**src/rtl/pipe_adder_if.sv**
```systemverilog
// Operand/result stream bundle for pipe_adder: valid/ready on the operand side and on the result side.
// The design takes the slave view and the operand producer / result consumer take the master view.
interface pipe_adder_if #(
  parameter int WIDTH = 32
);
  logic             in_valid;
  logic             in_ready;
  logic [WIDTH-1:0] in_a;
  logic [WIDTH-1:0] in_b;
  logic             in_cin;
  logic             in_sub;
  logic             out_valid;
  logic             out_ready;
  logic [WIDTH-1:0] out_s;
  logic             out_cout;
  logic             out_ovf;

  modport master (
    output in_valid, in_a, in_b, in_cin, in_sub, out_ready,
    input  in_ready, out_valid, out_s, out_cout, out_ovf
  );

  modport slave (
    input  in_valid, in_a, in_b, in_cin, in_sub, out_ready,
    output in_ready, out_valid, out_s, out_cout, out_ovf
  );
endinterface

```
**src/rtl/pipe_adder.sv**
```systemverilog
// Pipelined add/subtract unit: each stage adds one CW-bit chunk and hands its carry to the next stage,
// with per-stage valid bits and a ready chain that fills bubbles while the output is stalled.
module pipe_adder #(
  parameter int WIDTH  = 32,
  parameter int STAGES = 4
) (
  input logic         clk,
  input logic         rst_n,
  pipe_adder_if.slave bus
);

  localparam int CW = WIDTH / STAGES;

  if (STAGES < 1 || WIDTH < 2 || (WIDTH % STAGES) != 0) begin : g_param_check
    $error("pipe_adder: WIDTH must be >= 2 and divisible by STAGES, and STAGES must be >= 1");
  end

  function automatic logic ovf_f(input logic a_msb, input logic b_msb, input logic s_msb);
    return (a_msb == b_msb) && (s_msb != a_msb);
  endfunction

  for (genvar k = 0; k < STAGES; k++) begin : g_stage
    logic             valid_r;
    logic [WIDTH-1:0] a_r;
    logic [WIDTH-1:0] b_r;
    logic [WIDTH-1:0] s_r;
    logic             c_r;

    logic             v_src_s;
    logic             c_src_s;
    logic [WIDTH-1:0] a_src_s;
    logic [WIDTH-1:0] b_src_s;
    logic [WIDTH-1:0] s_src_s;
    logic [WIDTH-1:0] s_next_s;
    logic [CW:0]      chunk_s;
    logic             ready_s;
    logic             ready_next_s;

    // Stage 0 applies the subtract transform; later stages take the entry held by the previous stage.
    if (k == 0) begin : g_head
      assign v_src_s = bus.in_valid;
      assign a_src_s = bus.in_a;
      assign b_src_s = bus.in_sub ? ~bus.in_b : bus.in_b;
      assign c_src_s = bus.in_sub ? 1'b1 : bus.in_cin;
      assign s_src_s = {WIDTH{1'b0}};
    end else begin : g_body
      assign v_src_s = g_stage[k-1].valid_r;
      assign a_src_s = g_stage[k-1].a_r;
      assign b_src_s = g_stage[k-1].b_r;
      assign c_src_s = g_stage[k-1].c_r;
      assign s_src_s = g_stage[k-1].s_r;
    end

    if (k == STAGES - 1) begin : g_tail
      assign ready_next_s = bus.out_ready;
    end else begin : g_mid
      assign ready_next_s = g_stage[k+1].ready_s;
    end

    // An empty stage can always load, so stalled entries collapse onto the bubbles ahead of them.
    assign ready_s = ~valid_r | ready_next_s;
    assign chunk_s = {1'b0, a_src_s[k*CW +: CW]} + {1'b0, b_src_s[k*CW +: CW]} + {{CW{1'b0}}, c_src_s};

    // Merge this stage's result chunk into the partial sum travelling with the entry.
    always_comb begin
      s_next_s                = s_src_s;
      s_next_s[k*CW +: CW]    = chunk_s[CW-1:0];
    end

    // Stage register: advances when downstream has room, data only captured for valid entries.
    always_ff @(posedge clk or negedge rst_n) begin
      if (!rst_n) begin
        valid_r <= 1'b0;
        a_r     <= {WIDTH{1'b0}};
        b_r     <= {WIDTH{1'b0}};
        s_r     <= {WIDTH{1'b0}};
        c_r     <= 1'b0;
      end else if (ready_s) begin
        valid_r <= v_src_s;
        if (v_src_s) begin
          a_r <= a_src_s;
          b_r <= b_src_s;
          s_r <= s_next_s;
          c_r <= chunk_s[CW];
        end
      end
    end
  end

  // Only the operand sign bits matter once the last chunk is summed.
  logic unused_low_s;
  assign unused_low_s = ^{g_stage[STAGES-1].a_r[WIDTH-2:0], g_stage[STAGES-1].b_r[WIDTH-2:0]};

  assign bus.in_ready  = g_stage[0].ready_s;
  assign bus.out_valid = g_stage[STAGES-1].valid_r;
  assign bus.out_s     = g_stage[STAGES-1].s_r;
  assign bus.out_cout  = g_stage[STAGES-1].c_r;
  assign bus.out_ovf   = ovf_f(g_stage[STAGES-1].a_r[WIDTH-1], g_stage[STAGES-1].b_r[WIDTH-1],
                               g_stage[STAGES-1].s_r[WIDTH-1]);

endmodule

```
**src/flat_wrapper.sv**
```systemverilog
// flat-port wrapper written by rule: the top's interface ports become plain ports
module pipe_adder_flat 
#(
  parameter int WIDTH  = 32,
  parameter int STAGES = 4
)
  (clk, rst_n, bus_in_valid, bus_in_a, bus_in_b, bus_in_cin, bus_in_sub, bus_out_ready, bus_in_ready, bus_out_valid, bus_out_s, bus_out_cout, bus_out_ovf);
  pipe_adder_if #(.WIDTH(WIDTH)) bus_i ();
  input logic clk;
  input logic rst_n;
  input wire logic [$bits(bus_i.in_valid)-1:0] bus_in_valid;
  input wire logic [$bits(bus_i.in_a)-1:0] bus_in_a;
  input wire logic [$bits(bus_i.in_b)-1:0] bus_in_b;
  input wire logic [$bits(bus_i.in_cin)-1:0] bus_in_cin;
  input wire logic [$bits(bus_i.in_sub)-1:0] bus_in_sub;
  input wire logic [$bits(bus_i.out_ready)-1:0] bus_out_ready;
  output wire logic [$bits(bus_i.in_ready)-1:0] bus_in_ready;
  output wire logic [$bits(bus_i.out_valid)-1:0] bus_out_valid;
  output wire logic [$bits(bus_i.out_s)-1:0] bus_out_s;
  output wire logic [$bits(bus_i.out_cout)-1:0] bus_out_cout;
  output wire logic [$bits(bus_i.out_ovf)-1:0] bus_out_ovf;
  assign bus_i.in_valid = bus_in_valid;
  assign bus_i.in_a = bus_in_a;
  assign bus_i.in_b = bus_in_b;
  assign bus_i.in_cin = bus_in_cin;
  assign bus_i.in_sub = bus_in_sub;
  assign bus_i.out_ready = bus_out_ready;
  assign bus_in_ready = bus_i.in_ready;
  assign bus_out_valid = bus_i.out_valid;
  assign bus_out_s = bus_i.out_s;
  assign bus_out_cout = bus_i.out_cout;
  assign bus_out_ovf = bus_i.out_ovf;
  pipe_adder #(.WIDTH(WIDTH), .STAGES(STAGES)) u_core (.clk(clk), .rst_n(rst_n), .bus(bus_i));
endmodule
```
**config.mk**
```make
export PLATFORM = sky130hd
export DESIGN_NAME = pipe_adder_flat
export DESIGN_NICKNAME = d
export VERILOG_FILES = /design/src/rtl/pipe_adder_if.sv /design/src/rtl/pipe_adder.sv /design/src/flat_wrapper.sv
export SDC_FILE = /design/constraint.sdc
export NUM_CORES = 1
export LEC_CHECK = 0
export ABC_AREA = 0
export ABC_CLOCK_PERIOD_IN_PS = 4720
export CORE_UTILIZATION = 60
export CTS_BUF_LIST = sky130_fd_sc_hd__clkbuf_16
export DETAILED_ROUTE_END_ITERATION = 12
export PLACE_DENSITY = 0.85
export SETUP_SLACK_MARGIN = 0.5
export SLEW_MARGIN = 25
export SYNTH_ARGS = -nofsm -noshare
export SYNTH_HDL_FRONTEND = slang
export SYNTH_SLANG_ARGS = --single-unit
```
**constraint.sdc**
```tcl
create_clock -name clk -period 4.72 [get_ports clk]
set_clock_uncertainty 0.05 [all_clocks]
set_input_delay 0.472 -clock clk [delete_from_list [all_inputs] [get_ports clk]]
set_output_delay 0.472 -clock clk [all_outputs]
set_load 0.05 [all_outputs]
```
Yosys cells after proc, flatten, opt, wreduce, memory -nomap -nowiden
Index checks and enable logic that the tools add are counted.
{"block": "totals", "elab_cells": 46, "out_inout_bits": 36, "reg_bits": 344}
{"block": "op_classes", "bitwise": 9, "n_reduce_logical": 5, "n_addsub": 8, "mux": 2, "n_eq_ne": 2}
{"op": "$add A8 B8 Y9", "count": 4}
{"op": "$add A9 B1 Y9", "count": 4}
{"op": "$mux W32", "count": 1}
{"op": "$not A32 Y32", "count": 1}
{"op": "$reduce_and A2 Y1", "count": 4}
{"op": "$not A1 Y1", "count": 4}
{"op": "$or A1 B1 Y1", "count": 4}
{"op": "$eq A1 B1 Y1", "count": 1}
{"op": "$logic_and A1 B1 Y1", "count": 1}
{"op": "$mux W1", "count": 1}
{"op": "$ne A1 B1 Y1", "count": 1}

Depth between registers and ports, before layout
{"block": "depth", "depth_word": 6, "mapped_depth": 10, "mapped_depth_nobuf": 8}

Worst setup path after synthesis
Ideal clock, no wire load.
{"block": "synth_path", "path_kind": "input to register", "start": "input bus_in_sub", "end": "register u_core.g_stage[0].c_r", "arrival_time_ps": 2751, "path_stages": 10, "path_slack_ps": 1796, "required_time_ps": 4547, "setup_time_ps": 123, "path_cell_list": "buf_2 buf_2 or2_2 fa_1 fa_1 a211oi_1 o21ai_0 and3_1 o21ai_0 a21oi_1"}
{"block": "synth_via", "elab_chain_len": 3}
{"item": "from (decl)", "line": "flat_wrapper.sv:15", "rtl": "input wire logic [$bits(bus_i.in_sub)-1:0] bus_in_sub;"}
{"item": "$mux W32", "line": "pipe_adder.sv:43", "rtl": "assign b_src_s = bus.in_sub ? ~bus.in_b : bus.in_b;"}
{"item": "$add A8 B8 Y9", "line": "pipe_adder.sv:62", "rtl": "assign chunk_s = {1'b0, a_src_s[k*CW +: CW]} + {1'b0, b_src_s[k*CW +: CW]} + {{CW{1'b0}}, c_src_s};"}
{"item": "$add A9 B1 Y9 (*)", "line": "pipe_adder.sv:62"}
{"item": "to (signal assigned)", "line": "pipe_adder.sv:84", "rtl": "c_r <= chunk_s[CW];"}
{"item": "to (decl)", "line": "pipe_adder.sv:27", "rtl": "logic c_r;"}
Every way passes the cells marked *; elsewhere a longest branch is shown, timed or not.
A chain may end at the register's enable or synchronous reset.

Worst setup path after layout
Ends and elaborated chain as after synthesis.

==> results.sh <==
export IMPL_slew_headroom_pct=40.0
export IMPL_drive_above_1_share_pct=22.7
export IMPL_powerDensity_mw_per_mm2=609
export IMPL_slowest_delay_ns=0.68
export IMPL_tritoncts="built"
export IMPL_synth_edf_count=0
export IMPL_area_delta_synth_final_pct=19.6
export IMPL_remaining_drc_errors=0
export IMPL_yosys_cell_types_count=40
export IMPL_timing_critical_path_cells="buf_2 -> xor2_1 -> fa_1 -> fa_1 -> a211oi_1 -> o21ai_0 -> and3_1 -> o21ai_0 -> a21oi_1"
export IMPL_grt_start_max_net_pins=119
export IMPL_drt_iter0_markers=255
export IMPL_worstSetupEndpointType="flip-flop"
export IMPL_global_route_peak_usage_layer="met2"
export IMPL_power_frac_comb_pct=38.1
export IMPL_place_port_buffers=105
export IMPL_totalWireLength_mm=15.5
export IMPL_cpMaxStageDelayCell="buf_2"
export IMPL_rsz0062_at_grt="no"
export IMPL_tightest_pin_transition_ns=0.901
export IMPL_outcome="complete, no violations"
export IMPL_synth_warning_count=0
export IMPL_first_global_vias=5413
export IMPL_initial_core_util_pct=62.5
export IMPL_number_of_antenna_violations_at_the_first_check_in_global_routing=0
export IMPL_final_hold_viol_count=0
export IMPL_synth_nets=753
export IMPL_final_min_period_over_clock_period_pct=63.8
export IMPL_final_min_clock_period_ns=3.01
export IMPL_required_ns=4.98
export IMPL_number_of_antenna_violating_nets_in_the_routed_design=0
export IMPL_die_area_sq_mm=0.0145
export IMPL_clock_root_buffer="clkbuf_16"
export IMPL_layout_nets=852
export IMPL_global_route_usage_met3_pct=6.08
export IMPL_wl_per_cell_um=16.6
export IMPL_seqPwrFrac_pct=40.5
export IMPL_synth_area_per_cell_sq_um=13.0
export IMPL_critical_path_arrival_ns=3.27
export IMPL_place_hpwl_mm=10.9
export IMPL_grt_pass1_wl_mm=26.0
export IMPL_syn_area_sq_mm=0.00841
export IMPL_syn_instance_count=647
export IMPL_vias=5159
export IMPL_cts_buffers=17
export IMPL_ports=106
export IMPL_switchingPower_mw=2.16
export IMPL_number_of_register_bits_inferred_by_synthesis=186
export IMPL_postCtsResizedCells=0
export IMPL_p_int_mw=3.96
export IMPL_async_flop_share_pct=100
export IMPL_ir_worst_vdd_mv=0.295
export IMPL_die_y_um=120
export IMPL_final_critical_path_setup_slack_ns=1.71
export IMPL_total_clock_sinks=186
export IMPL_clkLatencyLatePin_ns=0.42
export IMPL_grt_use_total_pct=23.5
export IMPL_drtPass1Iterations=5
export IMPL_cts_max_level=4
export IMPL_viasPerCell=5.53
export IMPL_buffer_depth_of_the_longest_clock_path=2
export IMPL_start_kind="primary input"
export IMPL_final_max_slew_viol_count=0
export IMPL_p_leak_nw=4.36
export IMPL_max_cap_violations=0
export IMPL_cts_clk_slew_worst_paths_ns=0.06
export IMPL_sequential_element_share_of_the_synthesized_area_pct=55.3
export IMPL_die_width_um=120
export IMPL_hold_buffers=0
export IMPL_min_delay_path_class="primary input to async pin"
export IMPL_max_freq_mhz=332
export IMPL_met2_capacity_usage_during_global_routing_pct=40.4
export IMPL_fp_row_count=42
export IMPL_timing_setup_tns_ns=0
export IMPL_criticalPathCategory="primary input to flip-flop"
export IMPL_share_clk_of_total_power_pct=21.4
export IMPL_power_share_switching_pct=35.3
export IMPL_setup_viol=0
export IMPL_placement_setup_worst_slack_ns=1.29
export IMPL_postCtsSetupRepairBufs=0
export IMPL_synthFlopType="dfrtp_1"
export IMPL_grt_use_met1_pct=29.1
export IMPL_worstPathMaxFanout=33
export IMPL_finalWeightedCongestion=0.880
export IMPL_globalRoute_totalOverflow=0
export IMPL_num_antenna_cells=0
export IMPL_core_area_sq_mm=0.0135
## cell type report
cell class / count / area [sq um]
sequential: 186 / 4650
multi-input combinational: 424 / 3530
fill: 877 / 3390
timing repair buffer: 108 / 1080
clock buffer: 17 / 425
tap: 176 / 220
clock inverter: 13 / 114
inverter: 9 / 33.8
## stage by stage
stage / hold slack [ns] / cells / power, mW / area [sq um] / utilization (%)
floorplan: 0.126 / 647 / 4.13 / 8410 / -
global route: 0.180 / 933 / 6.49 / 10100 / 74.8
finish: 0.142 / 933 / 6.13 / 10100 / 74.8
global placement: 0.410 / 903 / 4.72 / 9510 / 70.7
CTS: 0.194 / 933 / 6.18 / 10100 / 74.7
detailed placement: 0.416 / 903 / 4.85 / 9510 / 70.7
## cells by family (layout without fill, tap and decap cells)
logic type,Yosys count,after routing,synth area share (%)
buffers and inverters,37,147,2.87
XOR/XNOR,47,47,4.89
AO/OA/AOI/OAI,118,118,8.21
adder cells (fa/ha/maj),36,36,6.07
AND/OR/NAND/NOR,93,93,5.24
multiplexers,130,130,17.4
flip-flops,186,186,55.3
## power groups by stage
stage | Clock (mW) | Combinational (mW) | Sequential, mW
global placement | 0 | 2.25 | 2.47
CTS | 1.33 | 2.36 | 2.49
global route | 1.40 | 2.54 | 2.55
detailed placement | 0 | 2.35 | 2.51
floorplan | 0 | 1.23 | 2.90
finish | 1.31 | 2.33 | 2.48
## synth_stat cells, types with 3 or more instances
| master | n | area (sq um) |
|---|---|---|
| buf_2 | 9 | 45.0 |
| fa_1 | 8 | 160 |
| o211ai_1 | 3 | 22.5 |
| o21ai_0 | 60 | 300 |
| buf_6 | 7 | 78.8 |
| o31ai_1 | 8 | 60.1 |
| nand2b_1 | 8 | 50.1 |
| a21oi_1 | 20 | 100 |
| mux2_2 | 130 | 1460 |
| nand2_1 | 52 | 195 |
| a211oi_1 | 10 | 75.1 |
| buf_4 | 10 | 75.1 |
| a21o_1 | 6 | 45.0 |
| xor2_1 | 22 | 193 |
| ha_1 | 28 | 350 |
| nor2_1 | 16 | 60.1 |
| or2_2 | 4 | 25.0 |
| xnor2_1 | 25 | 219 |
| inv_1 | 9 | 33.8 |
| dfrtp_1 | 186 | 4650 |
| nor2b_1 | 3 | 18.8 |
## worst paths after layout
check	startpoint	endpoint	slack (ns)	cells after the start
hold / removal	rst_n	u_core.g_stage[3].b_r[31]	0.14	1
hold reg to reg	u_core.g_stage[0].b_r[23]	u_core.g_stage[0].b_r[23]	0.43	2
setup reg to reg	u_core.g_stage[1].c_r	u_core.g_stage[2].s_r[22]	2.27	7
setup / recovery	bus_in_sub	u_core.g_stage[0].c_r	1.71	9
max in group asynchronous	rst_n	u_core.bus.out_s[10]	3.50	2
min in group clk	u_core.g_stage[0].b_r[23]	u_core.g_stage[0].b_r[23]	0.43	2
## layer usage
metal,vias to the layer above,share of wire [%]
met5,-,0
met4,0,1.8
met3,28,4.2
met2,124,51
met1,2550,43
li1,2457,-
## state kept, by name, indices dropped and copies added, names as in the netlist
signal	cells
u_core.bus.out_s	32
u_core.bus.out_valid	1
u_core.g_stage.c_r	3
u_core.g_stage.s_r	48
u_core.g_stage.a_r	49
u_core.g_stage.b_r	49
u_core.bus.out_cout	1
u_core.g_stage.valid_r	3
## critical path: cells and delay by family
family	cells	cell delay, ns
buffers and inverters	1	0.68
and+or+nand+nor	1	0.21
xor gates and xnor gates	1	0.20
AOI/OAI and AO/OA	4	0.74
adders and majority gates	2	0.95
## placed cells by master, fill, tap and decap left out, types with 17 or more instances in the layout
cell             synthesis  routed
xor2_1                  22      22
clkbuf_16                0      17
dfrtp_1                186     186
nand2_1                 52      51
ha_1                    28      28
clkdlybuf4s50_1          0     103
a21oi_1                 20      20
xnor2_1                 25      25
o21ai_0                 60      60
mux2_2                 130     130
No activity file was read; power rests on OpenSTA's default activity.
